<file path="src/rtl/itrx_aib_phy_io_buf_cfg_seq.sv">
// Per-pad IO buffer configuration sequencer.
// Accepts a pad mode over valid/ready and steps the buffer through
// quiesce -> apply code -> release analog reset -> release RX data reset,
// so the decode logic never sees a mixed old/new configuration.
module itrx_aib_phy_io_buf_cfg_seq #(
    parameter int SETTLE_CYC = 4,
    parameter int CNT_W      = 8
) (
    input  logic       clk,
    input  logic       rst,
    input  logic       cfg_vld,
    input  logic [2:0] cfg_mode,
    output logic       cfg_rdy,
    input  logic       pad_fail,
    output logic       txen,
    output logic [2:0] rxen,
    output logic       iredrstb,
    output logic       rx_irstb,
    output logic       cfg_done,
    output logic       cfg_err,
    output logic [2:0] cur_mode
);

    localparam logic [CNT_W-1:0] LAST = CNT_W'(SETTLE_CYC - 1);
    localparam logic [2:0]       RX_NRX = 3'b010;

    typedef enum logic [2:0] {
        ST_IDLE,
        ST_QUIESCE,
        ST_APPLY,
        ST_RELEASE,
        ST_DONE
    } state_t;

    state_t           r_state, w_nxt;
    logic [CNT_W-1:0] r_cnt;
    logic [2:0]       r_mode;     // holding register for the accepted mode
    logic             r_seen;     // a sequence has completed since reset
    logic             r_rdy, r_txen, r_ired, r_rxi, r_done, r_err;
    logic [2:0]       r_rxen, r_cur;

    logic             w_last, w_timed, w_acc;
    logic             w_txen, w_ired, w_rxi, w_rdy, w_done, w_err;
    logic [2:0]       w_rxen;
    logic [3:0]       w_code;

    // {txen, rxen} for a pad mode; reserved mode 7 falls back to OFF
    function automatic logic [3:0] enc(input logic [2:0] m);
        logic [3:0] c;
        case (m)
            3'd1:    c = {1'b1, 3'b010};
            3'd2:    c = {1'b0, 3'b000};
            3'd3:    c = {1'b0, 3'b100};
            3'd4:    c = {1'b0, 3'b001};
            3'd5:    c = {1'b0, 3'b011};
            3'd6:    c = {1'b1, 3'b000};
            default: c = {1'b0, 3'b010};
        endcase
        return c;
    endfunction

    assign w_last  = (r_cnt == LAST);
    assign w_timed = (r_state == ST_QUIESCE) || (r_state == ST_APPLY) ||
                     (r_state == ST_RELEASE);
    assign w_acc   = cfg_vld && r_rdy;
    assign w_code  = enc(r_mode);

    // State register
    always_ff @(posedge clk) begin
        if (rst) r_state <= ST_IDLE;
        else     r_state <= w_nxt;
    end

    // Next state, and the output values that state will present next cycle
    always_comb begin
        w_nxt  = r_state;
        w_txen = 1'b0;
        w_rxen = RX_NRX;
        w_ired = 1'b0;
        w_rxi  = 1'b0;
        w_rdy  = 1'b0;
        w_done = 1'b0;
        w_err  = 1'b0;
        case (r_state)
            ST_IDLE:    if (w_acc)  w_nxt = ST_QUIESCE;
            ST_QUIESCE: if (w_last) w_nxt = ST_APPLY;
            ST_APPLY:   if (w_last) w_nxt = ST_RELEASE;
            ST_RELEASE: if (w_last) w_nxt = ST_DONE;
            ST_DONE:                w_nxt = ST_IDLE;
            default:                w_nxt = ST_IDLE;
        endcase
        case (w_nxt)
            ST_IDLE: begin
                // before the first completed sequence this is the reset code
                {w_txen, w_rxen} = w_code;
                w_ired = r_seen;
                w_rxi  = r_seen;
                w_rdy  = 1'b1;
            end
            ST_APPLY: begin
                {w_txen, w_rxen} = w_code;
            end
            ST_RELEASE: begin
                {w_txen, w_rxen} = w_code;
                w_ired = 1'b1;
            end
            ST_DONE: begin
                {w_txen, w_rxen} = w_code;
                w_ired = 1'b1;
                w_rxi  = 1'b1;
                w_done = 1'b1;
                w_err  = (r_mode == 3'd7);
            end
            default: ;
        endcase
        // broken pad: keep both resets asserted while the sequence runs on
        if (pad_fail) begin
            w_ired = 1'b0;
            w_rxi  = 1'b0;
        end
    end

    // Phase counter: runs only in timed phases, clears on every state change
    always_ff @(posedge clk) begin
        if (rst)                  r_cnt <= '0;
        else if (w_nxt != r_state) r_cnt <= '0;
        else if (w_timed)          r_cnt <= r_cnt + 1'b1;
    end

    // Mode capture on acceptance, applied-mode and completion tracking
    always_ff @(posedge clk) begin
        if (rst) begin
            r_mode <= 3'd0;
            r_cur  <= 3'd0;
            r_seen <= 1'b0;
        end else begin
            if (r_state == ST_IDLE && w_acc) r_mode <= cfg_mode;
            if (w_nxt == ST_DONE) begin
                r_cur  <= r_mode;
                r_seen <= 1'b1;
            end
        end
    end

    // Registered outputs
    always_ff @(posedge clk) begin
        if (rst) begin
            r_txen <= 1'b0;
            r_rxen <= RX_NRX;
            r_ired <= 1'b0;
            r_rxi  <= 1'b0;
            r_rdy  <= 1'b0;
            r_done <= 1'b0;
            r_err  <= 1'b0;
        end else begin
            r_txen <= w_txen;
            r_rxen <= w_rxen;
            r_ired <= w_ired;
            r_rxi  <= w_rxi;
            r_rdy  <= w_rdy;
            r_done <= w_done;
            r_err  <= w_err;
        end
    end

    assign txen     = r_txen;
    assign rxen     = r_rxen;
    assign iredrstb = r_ired;
    assign rx_irstb = r_rxi;
    assign cfg_rdy  = r_rdy;
    assign cfg_done = r_done;
    assign cfg_err  = r_err;
    assign cur_mode = r_cur;

endmodule

</file>
<file path="config.mk">
export PLATFORM = sky130hd
export DESIGN_NAME = itrx_aib_phy_io_buf_cfg_seq
export DESIGN_NICKNAME = d
export VERILOG_FILES = /design/src/rtl/itrx_aib_phy_io_buf_cfg_seq.sv
export SDC_FILE = /design/constraint.sdc
export NUM_CORES = 1
export LEC_CHECK = 0
export CAP_MARGIN = 20
export CORE_ASPECT_RATIO = 1.2
export CORE_MARGIN = 3
export CORE_UTILIZATION = 55
export CTS_BUF_LIST = sky130_fd_sc_hd__clkbuf_16
export DETAILED_ROUTE_END_ITERATION = 12
export PLACE_DENSITY = 0.8
export SYNTH_ARGS = -nofsm -noshare
export SYNTH_HDL_FRONTEND = slang
export SYNTH_SLANG_ARGS = --single-unit
</file>
<file path="constraint.sdc">
create_clock -name clk -period 4.6 [get_ports clk]
set_input_delay 0.46 -clock clk [delete_from_list [all_inputs] [get_ports clk]]
set_output_delay 0.46 -clock clk [all_outputs]
set_load 0.01 [all_outputs]
</file>
== Word-level counts from Yosys, hierarchy flattened ==
Cells that the tools add are included.

* Bitwise logic cells: 2
* Reduce and logical (&&, ||, !) cells: 12
* Equal/unequal tests: 15
* Multiplexer cells: 10
* Add/sub/neg operators: 1

{| class="wikitable"
|+ Operator list
! kind !! count
|-
| 4-bit case mux with 6 select lines || 1
|-
| 3-bit by 2-bit == test with 1-bit output, second input constant || 6
|-
| 3-bit == test, second input constant || 5
|-
| 3-bit two-way mux || 4
|-
| 3-bit case mux with 4 select lines || 1
|-
| 2-bit OR reduction || 5
|-
| 8-bit by 1-bit adder with 8-bit output, second input constant || 1
|-
| 8-bit by 2-bit == test with 1-bit output, second input constant || 1
|-
| 3-bit by 1-bit == test with 1-bit output, second input constant || 2
|-
| 3-bit logical NOT || 2
|-
| 1-bit case mux with 2 select lines || 2
|-
| 4-bit OR reduction || 1
|-
| 3-bit != test || 1
|-
| 1-bit logical AND || 2
|-
| 1-bit logical OR || 2
|-
| 1-bit two-way mux || 2
|-
| 1-bit inverter || 2
|}

* Flip-flop bits (word level): 27
* Output and inout port bits: 12
* Word-level logic and storage cells: 52
* Bits of input ports: 7

== Longest topological paths before layout ==
Gate-level depths: netlist of run 1.

* Depth in word-level cells: 7
* Depth in mapped cells: 6

== Least setup slack after synthesis of run 1 ==
Ideal clock, no wire load.

* Path type: flip-flop to flip-flop
* Start: register r_cnt[0]
* End: register r_rxen[1] (netlist: rxen[1])
* Path slack: 2.485 ns
* Path buffers: 0
* Clock period less this slack: 2.115 ns
* Stages on the path, launching flop included: 6
* Data arrival time: 1.996 ns
* Cells stage by stage: dfxtp_1 > ha_1 > or4b_1 > or4_4 > a311o_2 > o21bai_1

* Cells in the longest elaborated chain, start to end: 7
* Elaborated cells between the ends (all ways): 12
* Those cells by class: eq/ne: 4; mux: 4; bitwise: 1; reduce/logical: 3

{| class="wikitable"
|+ Ends and longest elaborated chain
! what !! RTL line !! RTL
|-
| from (decl) || 36 || <nowiki>logic [CNT_W-1:0] r_cnt;</nowiki>
|-
| from (signal assigned) || 127 || <nowiki>else if (w_timed) r_cnt <= r_cnt + 1'b1;</nowiki>
|-
| 8-bit by 2-bit == test with 1-bit output * || 62 || <nowiki>assign w_last = (r_cnt == LAST);</nowiki>
|-
| 3-bit two-way mux (on tied branches) || 88, 86, 87 ||
|-
| 3-bit case mux with 4 select lines * || 84 || <nowiki>case (r_state)</nowiki>
|-
| 3-bit == test, or another cell as far along || 92 || <nowiki>case (w_nxt)</nowiki>
|-
| 4-bit OR reduction (no line) * || n/a ||
|-
| 1-bit inverter (no line) * || n/a ||
|-
| 2-bit OR reduction (no line) * || n/a ||
|-
| to (signal assigned) || 157 || <nowiki>r_rxen <= w_rxen;</nowiki>
|-
| to (decl) || 40 || <nowiki>logic [2:0] r_rxen, r_cur;</nowiki>
|}

Every way passes the cells marked *; elsewhere a longest branch is shown, timed or not.
A chain may end at the register's enable or synchronous reset.

== Worst setup path after layout of run 1 ==
Same ends and word-level chain as after synthesis.

==> impl_metrics.json, run 1 <==
{
  "placement_rows": 17,
  "vias": 889,
  "slew_headroom": 0.503,
  "maxCapViolations": 0,
  "clkPwrFrac": 0.399,
  "critPathArrivalTime_ps": 2400,
  "cts_made_buffers": 3,
  "crit_type": "register to register",
  "start_kind": "register",
  "core_area_um2": 1890,
  "fin_area_um2": 1370,
  "synthDominantCellAreaShare": 0.474,
  "synthAdderAreaFrac": 0.0110,
  "slowest_stage": "or4b_1",
  "p_leak_nw": 0.515,
  "setup_viol": 0,
  "firstDrtPassIters": 4,
  "async_flop_share": 0,
  "ys_warn_count": 0,
  "syn_to_final_growth_pct": 20.2,
  "synth_compound_area_frac": 0.0900,
  "path_cells": "ha_1, or4b_1, or4_4, a311o_2, o21bai_1",
  "hp-class": "register to register",
  "synthDistinctLibCells": 37,
  "synth-simple-area-share": 0.255,
  "holdWs_ps": 474,
  "cts_sinks": 27,
  "dpl-instance-area_um2": 1290,
  "portBuffers": 18,
  "seqPwrFrac": 0.522,
  "grt_pass1_vias": 831,
  "synth_edf_count": 0,
  "synthesis.nets": 126,
  "synth_ff_type": "dfxtp_1",
  "layoutNonFillerInstCount": 152,
  "end_kind": "register",
  "p_comb_frac": 0.079,
  "ir_worst_vdd_v": 0.000260,
  "cts_resized": 0,
  "synth.most_common_cell": "dfxtp_1",
  "postCtsSetupRepairBufs": 0,
  "fin_skew_ps": 2.42,
  "worst_skew_pair.late_latency_ps": 260,
  "wl_mm": 2.14,
  "p_int_mw": 0.374,
  "wire_per_inst_um": 14.0,
  "avgSynthCellArea_um2": 9.66,
  "crit_buf_inv": 0,
  "dp_hpwl_mm": 1.53,
  "syn_area_um2": 1140,
  "dieArea_um2": 2660,
  "grt_max_degree": 20,
  "grt_pass1_wl_mm": 3.47,
  "switching_share": 0.206,
  "start_util": 0.602,
  "drtAntennaViolNets": 0,
  "die_h_um": 55.9,
  "place.gp.congestion": 0.854,
  "status": "completed",
  "fmax_ghz": 0.442,
  "total_power_mw": 0.471,
  "synth-seq-cells": 27,
  "tritoncts": "built",
  "setup_tns_ps": 0,
  "synth-xor-area-share": 0.0615,
  "synth_area_leader_cell": "dfxtp_1",
  "synthTopCellsByArea": "dfxtp_1, nor2_1, xor2_1, mux2i_1, nand2_1",
  "synthCells": 118,
  "drc": 0,
  "drtIter0Drc": 16,
  "crit_family": "simple AND/OR/NAND/NOR gates",
  "worst_slew_pin_slew_ps": 739,
  "max_stage_delay_ps": 470,
  "synthMuxAreaShare": 0.0527,
  "track_usage": 0.178,
  "yosysSeqAreaShare": 0.474,
  "synth_commonest_cells": "dfxtp_1, nor2_1, nand2_1, xor2_1, mux2i_1",
  "fin_nets": 142,
  "slew_viol_final": 0,
  "min_period_ps": 2260,
  "antenna_found_initial": 0,
  "period_share": 0.492,
  "dpl.cell_count": 148,
  "clockRootBuffer": "clkbuf_16",
  "postCtsHoldBufs": 0,
  "layout-drive-gt1-share": 0.0827,
  "htree_levels": 1,
  "cp_max_fo": 5,
  "synth_top_family_by_area": "simple AND/OR/NAND/NOR gates",
  "grt-ovfl-total": 0,
  "nFillCells": 150,
  "cellPowerDensity_nw_per_um2": 344,
  "critPathRequiredTime_ps": 4740,
  "vias_per_cell": 5.85,
  "clk_path_buf_depth": 2,
  "clk_pin_slew_worst_paths_ps": 60,
  "num_io_pins": 19,
  "fp.dieW_um": 47.6,
  "hold_viol": 0,
  "antennaDiodeCount": 0,
  "p_sw_mw": 0.0970,
  "grt_setup_unrepaired": "no"
}
## stage by stage
stage / util / setup slack (ps)
finish: 0.724 / 2340
floorplan: - / 2490
CTS: 0.724 / 2360
detailed placement: 0.682 / 2380
global route: 0.724 / 2210
global placement: 0.682 / 2440
## path summary, 6_finish.rpt
path                  from  endpoint  slack (ps)  cells after the start
setup / recovery  r_cnt[0]   rxen[1]        2340                      5
setup reg to reg  r_cnt[0]   rxen[1]        2340                      5
hold reg to reg     r_seen    r_seen         470                      2
hold / removal      r_seen    r_seen         470                      2
## final cells by class
class                      instances  area, um^2  share of cell area
sequential                        27         541               0.395
multi-input combinational         81         536               0.391
inverter                           3        11.3             0.00822
tap                               19        23.8              0.0174
clock buffer                       3        75.1              0.0548
timing repair buffer              18         180               0.132
clock inverter                     1        3.75             0.00274
## sequential cells by signal, summed over array words and instances (netlist names), 3 cells and up
| signal | count |
|---|---|
| r_cnt | 8 |
| cur_mode | 3 |
| r_mode | 3 |
| r_state | 3 |
| rxen | 3 |
## power by group through the flow
stage | Clock (mW) | Sequential [mW] | Combinational [mW]
final | 0.188 | 0.246 | 0.0372
after floorplan | 0 | 0.249 | 0.0261
after global routing | 0.204 | 0.246 | 0.0410
after CTS | 0.190 | 0.245 | 0.0374
after detailed placement | 0 | 0.251 | 0.0371
after global placement | 0 | 0.250 | 0.0359
## cells in the final DEF, fill, tap and decap left out, types with 2 or more instances in the layout
cell type	Yosys	final
dfxtp_1	27	27
nor2_1	20	20
clkdlybuf4s50_1	0	18
xor2_1	7	7
nand2_1	7	7
mux2i_1	6	6
nand3_1	4	4
inv_1	3	4
nand4_1	3	3
nor4b_1	3	3
nor2b_1	3	3
clkbuf_16	0	3
a311oi_1	2	2
o21ai_0	2	2
a21oi_1	2	2
nor3_1	2	2
## cells by family (layout without fill, tap and decap cells)
kind of cell / count (synthesis) / in the layout
adder cells (fa/ha/maj): 1 / 1
flip-flops: 27 / 27
AND/OR/NAND/NOR: 52 / 52
XOR/XNOR: 8 / 8
multiplexers: 6 / 6
AO/OA/AOI/OAI: 14 / 14
buffers and inverters: 10 / 25
## tightest hold or removal path, cell delays in order (launching register included)
cell and delay [ps]:
dfxtp_1 320, inv_1 50, a21oi_1 50
## layer usage
metal | track usage | part of all wire
met1 | 0.209 | 0.41
met2 | 0.289 | 0.53
met3 | 0.0518 | 0.037
met4 | 0.0692 | 0.015
met5 | 0 | 0
Power figures use the tool's default switching activity.
==> run 2: changes to the inputs <==
CORE_UTILIZATION = 51   (was 55)
PLACE_DENSITY = 0.75   (was 0.8)
clock period = 2.1 ns   (was 4.6 ns; I/O delays follow)
==> run 2 against run 1 <==
Effect of this change:
- hold slack improved by 5.9 ps
- non-clock buffer count increased by 8
- die area is 6.9% higher
- clock power up 130%
- sequential power rose by 120%
- design area increased by 6.1%
- sequential share of layout area decreased by 2.1 points
- cell count increased by 13%
- flip-flop and latch count did not move
- global-route usage grew 0.81 points
==> impl_metrics.json, run 2 (synthesis results as in run 1) <==
{
  "status": "completed",
  "critPathCapture": "rxen[1]",
  "clk_path_buf_depth": 2,
  "top_layer_used": "met4",
  "antennaDiodeCount": 0,
  "portBuffers": 18,
  "antenna_found_initial": 0,
  "hold_viol": 0,
  "vias_per_cell": 5.37,
  "syn_to_final_growth_pct": 27.6,
  "grt_pass1_wl_mm": 4.05,
  "die_h_um": 57.8,
  "cts_resized": 0,
  "postCtsSetupRepairBufs": 0,
  "num_io_pins": 19,
  "crit_type": "register to register",
  "wl_met2_mm": 1.26,
  "place.gp.congestion": 0.848,
  "worst_skew_pair.late_latency_ps": 260,
  "drtAntennaViolNets": 0,
  "cp-startpoint": "r_cnt[1]",
  "fin_skew_ps": 1.23,
  "ir_worst_vdd_v": 0.000631,
  "r2r-end": "rxen[1]",
  "wl_met3_um": 69,
  "vias": 918,
  "start_util": 0.544,
  "setup_viol": 0,
  "clockRootBuffer": "clkbuf_16",
  "grt_pass1_vias": 947,
  "wire_per_inst_um": 13.3,
  "min_period_ps": 2040,
  "grt-ovfl-total": 0,
  "tritoncts": "built",
  "postCtsHoldBufs": 0,
  "cts_made_buffers": 3,
  "most-common-layout-cells": "dfxtp_1, nor2_1, clkdlybuf4s50_1",
  "fin_nets": 150,
  "wl_mm": 2.28,
  "clk_pin_slew_worst_paths_ps": 60,
  "end_kind": "register",
  "start_kind": "register",
  "dieArea_um2": 2840,
  "setup_ws_ps": 64.9,
  "nFillCells": 166,
  "track_usage": 0.186,
  "drtIter0Drc": 16,
  "hp-class": "register to register",
  "final_common_cell": "dfxtp_1",
  "fmax_ghz": 0.491,
  "p_leak_nw": 0.554,
  "fp.dieW_um": 49.2,
  "cts_sinks": 27,
  "layout-drive-gt1-share": 0.170,
  "dp_hpwl_mm": 1.68,
  "cellPowerDensity_nw_per_um2": 725,
  "slew_viol_final": 0,
  "grt_max_degree": 16,
  "placement_rows": 18,
  "cp_max_fo": 4,
  "met1_length_um": 919,
  "largest_reg_flops": 8,
  "regMostFlops": "r_cnt",
  "critPathArrivalTime_ps": 2190,
  "core_area_um2": 2090,
  "period_share": 0.969,
  "seq_area_um2": 543,
  "r2r-start": "r_cnt[1]",
  "htree_levels": 1,
  "slew_headroom": 0.677,
  "r2r_cells": 5,
  "maxCapViolations": 0,
  "multi_input_area_um2": 542,
  "dp_worst_setup_slack_ps": 48.1,
  "drc": 0,
  "critPathRequiredTime_ps": 2250,
  "total_power_mw": 1.05,
  "r2r_setup_slack_ps": 60,
  "worst_slew_pin_slew_ps": 478,
  "firstDrtPassIters": 4
}
==> run 2: cell count changes in the layout (fill, tap and decap cells not counted), sizes merged <==
cell,delta
inv,-1
buf,+8
clkinv,+1
==> run 2: per-stage QoR <==
| step | setup TNS [ps] | instances | utilization | area (um^2) | hold WS [ps] |
|---|---|---|---|---|---|
| 3_5_place_dp | 0 | 167 | 0.653 | 1370 | 470 |
| 3_3_place_gp | 0 | 167 | 0.653 | 1370 | 455 |
| 6_report | 0 | 171 | 0.694 | 1450 | 480 |
| 5_1_grt | -0.0593 | 171 | 0.694 | 1450 | 531 |
| 2_1_floorplan | 0 | 118 | - | 1140 | 283 |
| 4_1_cts | 0 | 171 | 0.691 | 1450 | 481 |
==> run 2: critical path, stage by stage (launching register included) <==
cell      delay [ps]
dfxtp_2          330
ha_2             160
or4b_4           460
or4_4            430
a311o_2          370
o21bai_1         160
==> run 2: metal layers <==
layer,GRT usage,vias up
li1,-,460
met1,0.193,440
met2,0.352,14
met3,0.0386,4
met4,0.0854,0
met5,0,-
==> run 2: worst min-delay path by stage <==
stage                          end  cells past startpoint  slack [ps]      from
after detailed placement    r_seen                      2         470    r_seen
after floorplan           iredrstb                      1         280  pad_fail
after global placement      r_seen                      2         460    r_seen
after global routing        r_seen                      2         530    r_seen
after CTS                   r_seen                      2         480    r_seen
final                       r_seen                      2         480    r_seen
==> run 2: final cells by class <==
cell class / instances / area share
sequential: 27 / 0.373
multi-input combinational: 81 / 0.373
timing repair buffer: 26 / 0.165
clock buffer: 3 / 0.0516
tap: 30 / 0.0258
inverter: 3 / 0.00775
clock inverter: 1 / 0.00344
==> run 2: power by group <==
part / switching (mW) / leakage, nW / internal, mW
Sequential: 0.0136 / 0.219 / 0.524
Combinational: 0.0430 / 0.294 / 0.0479
Clock: 0.169 / 0.0409 / 0.257
==> run 3: changes to the inputs <==
GPL_ROUTABILITY_DRIVEN = 0   (was unset)
HOLD_SLACK_MARGIN = 0.05   (was unset)
==> results of run 3 <==
No change in the layout: final DEF, timing and power equal those of run 2.
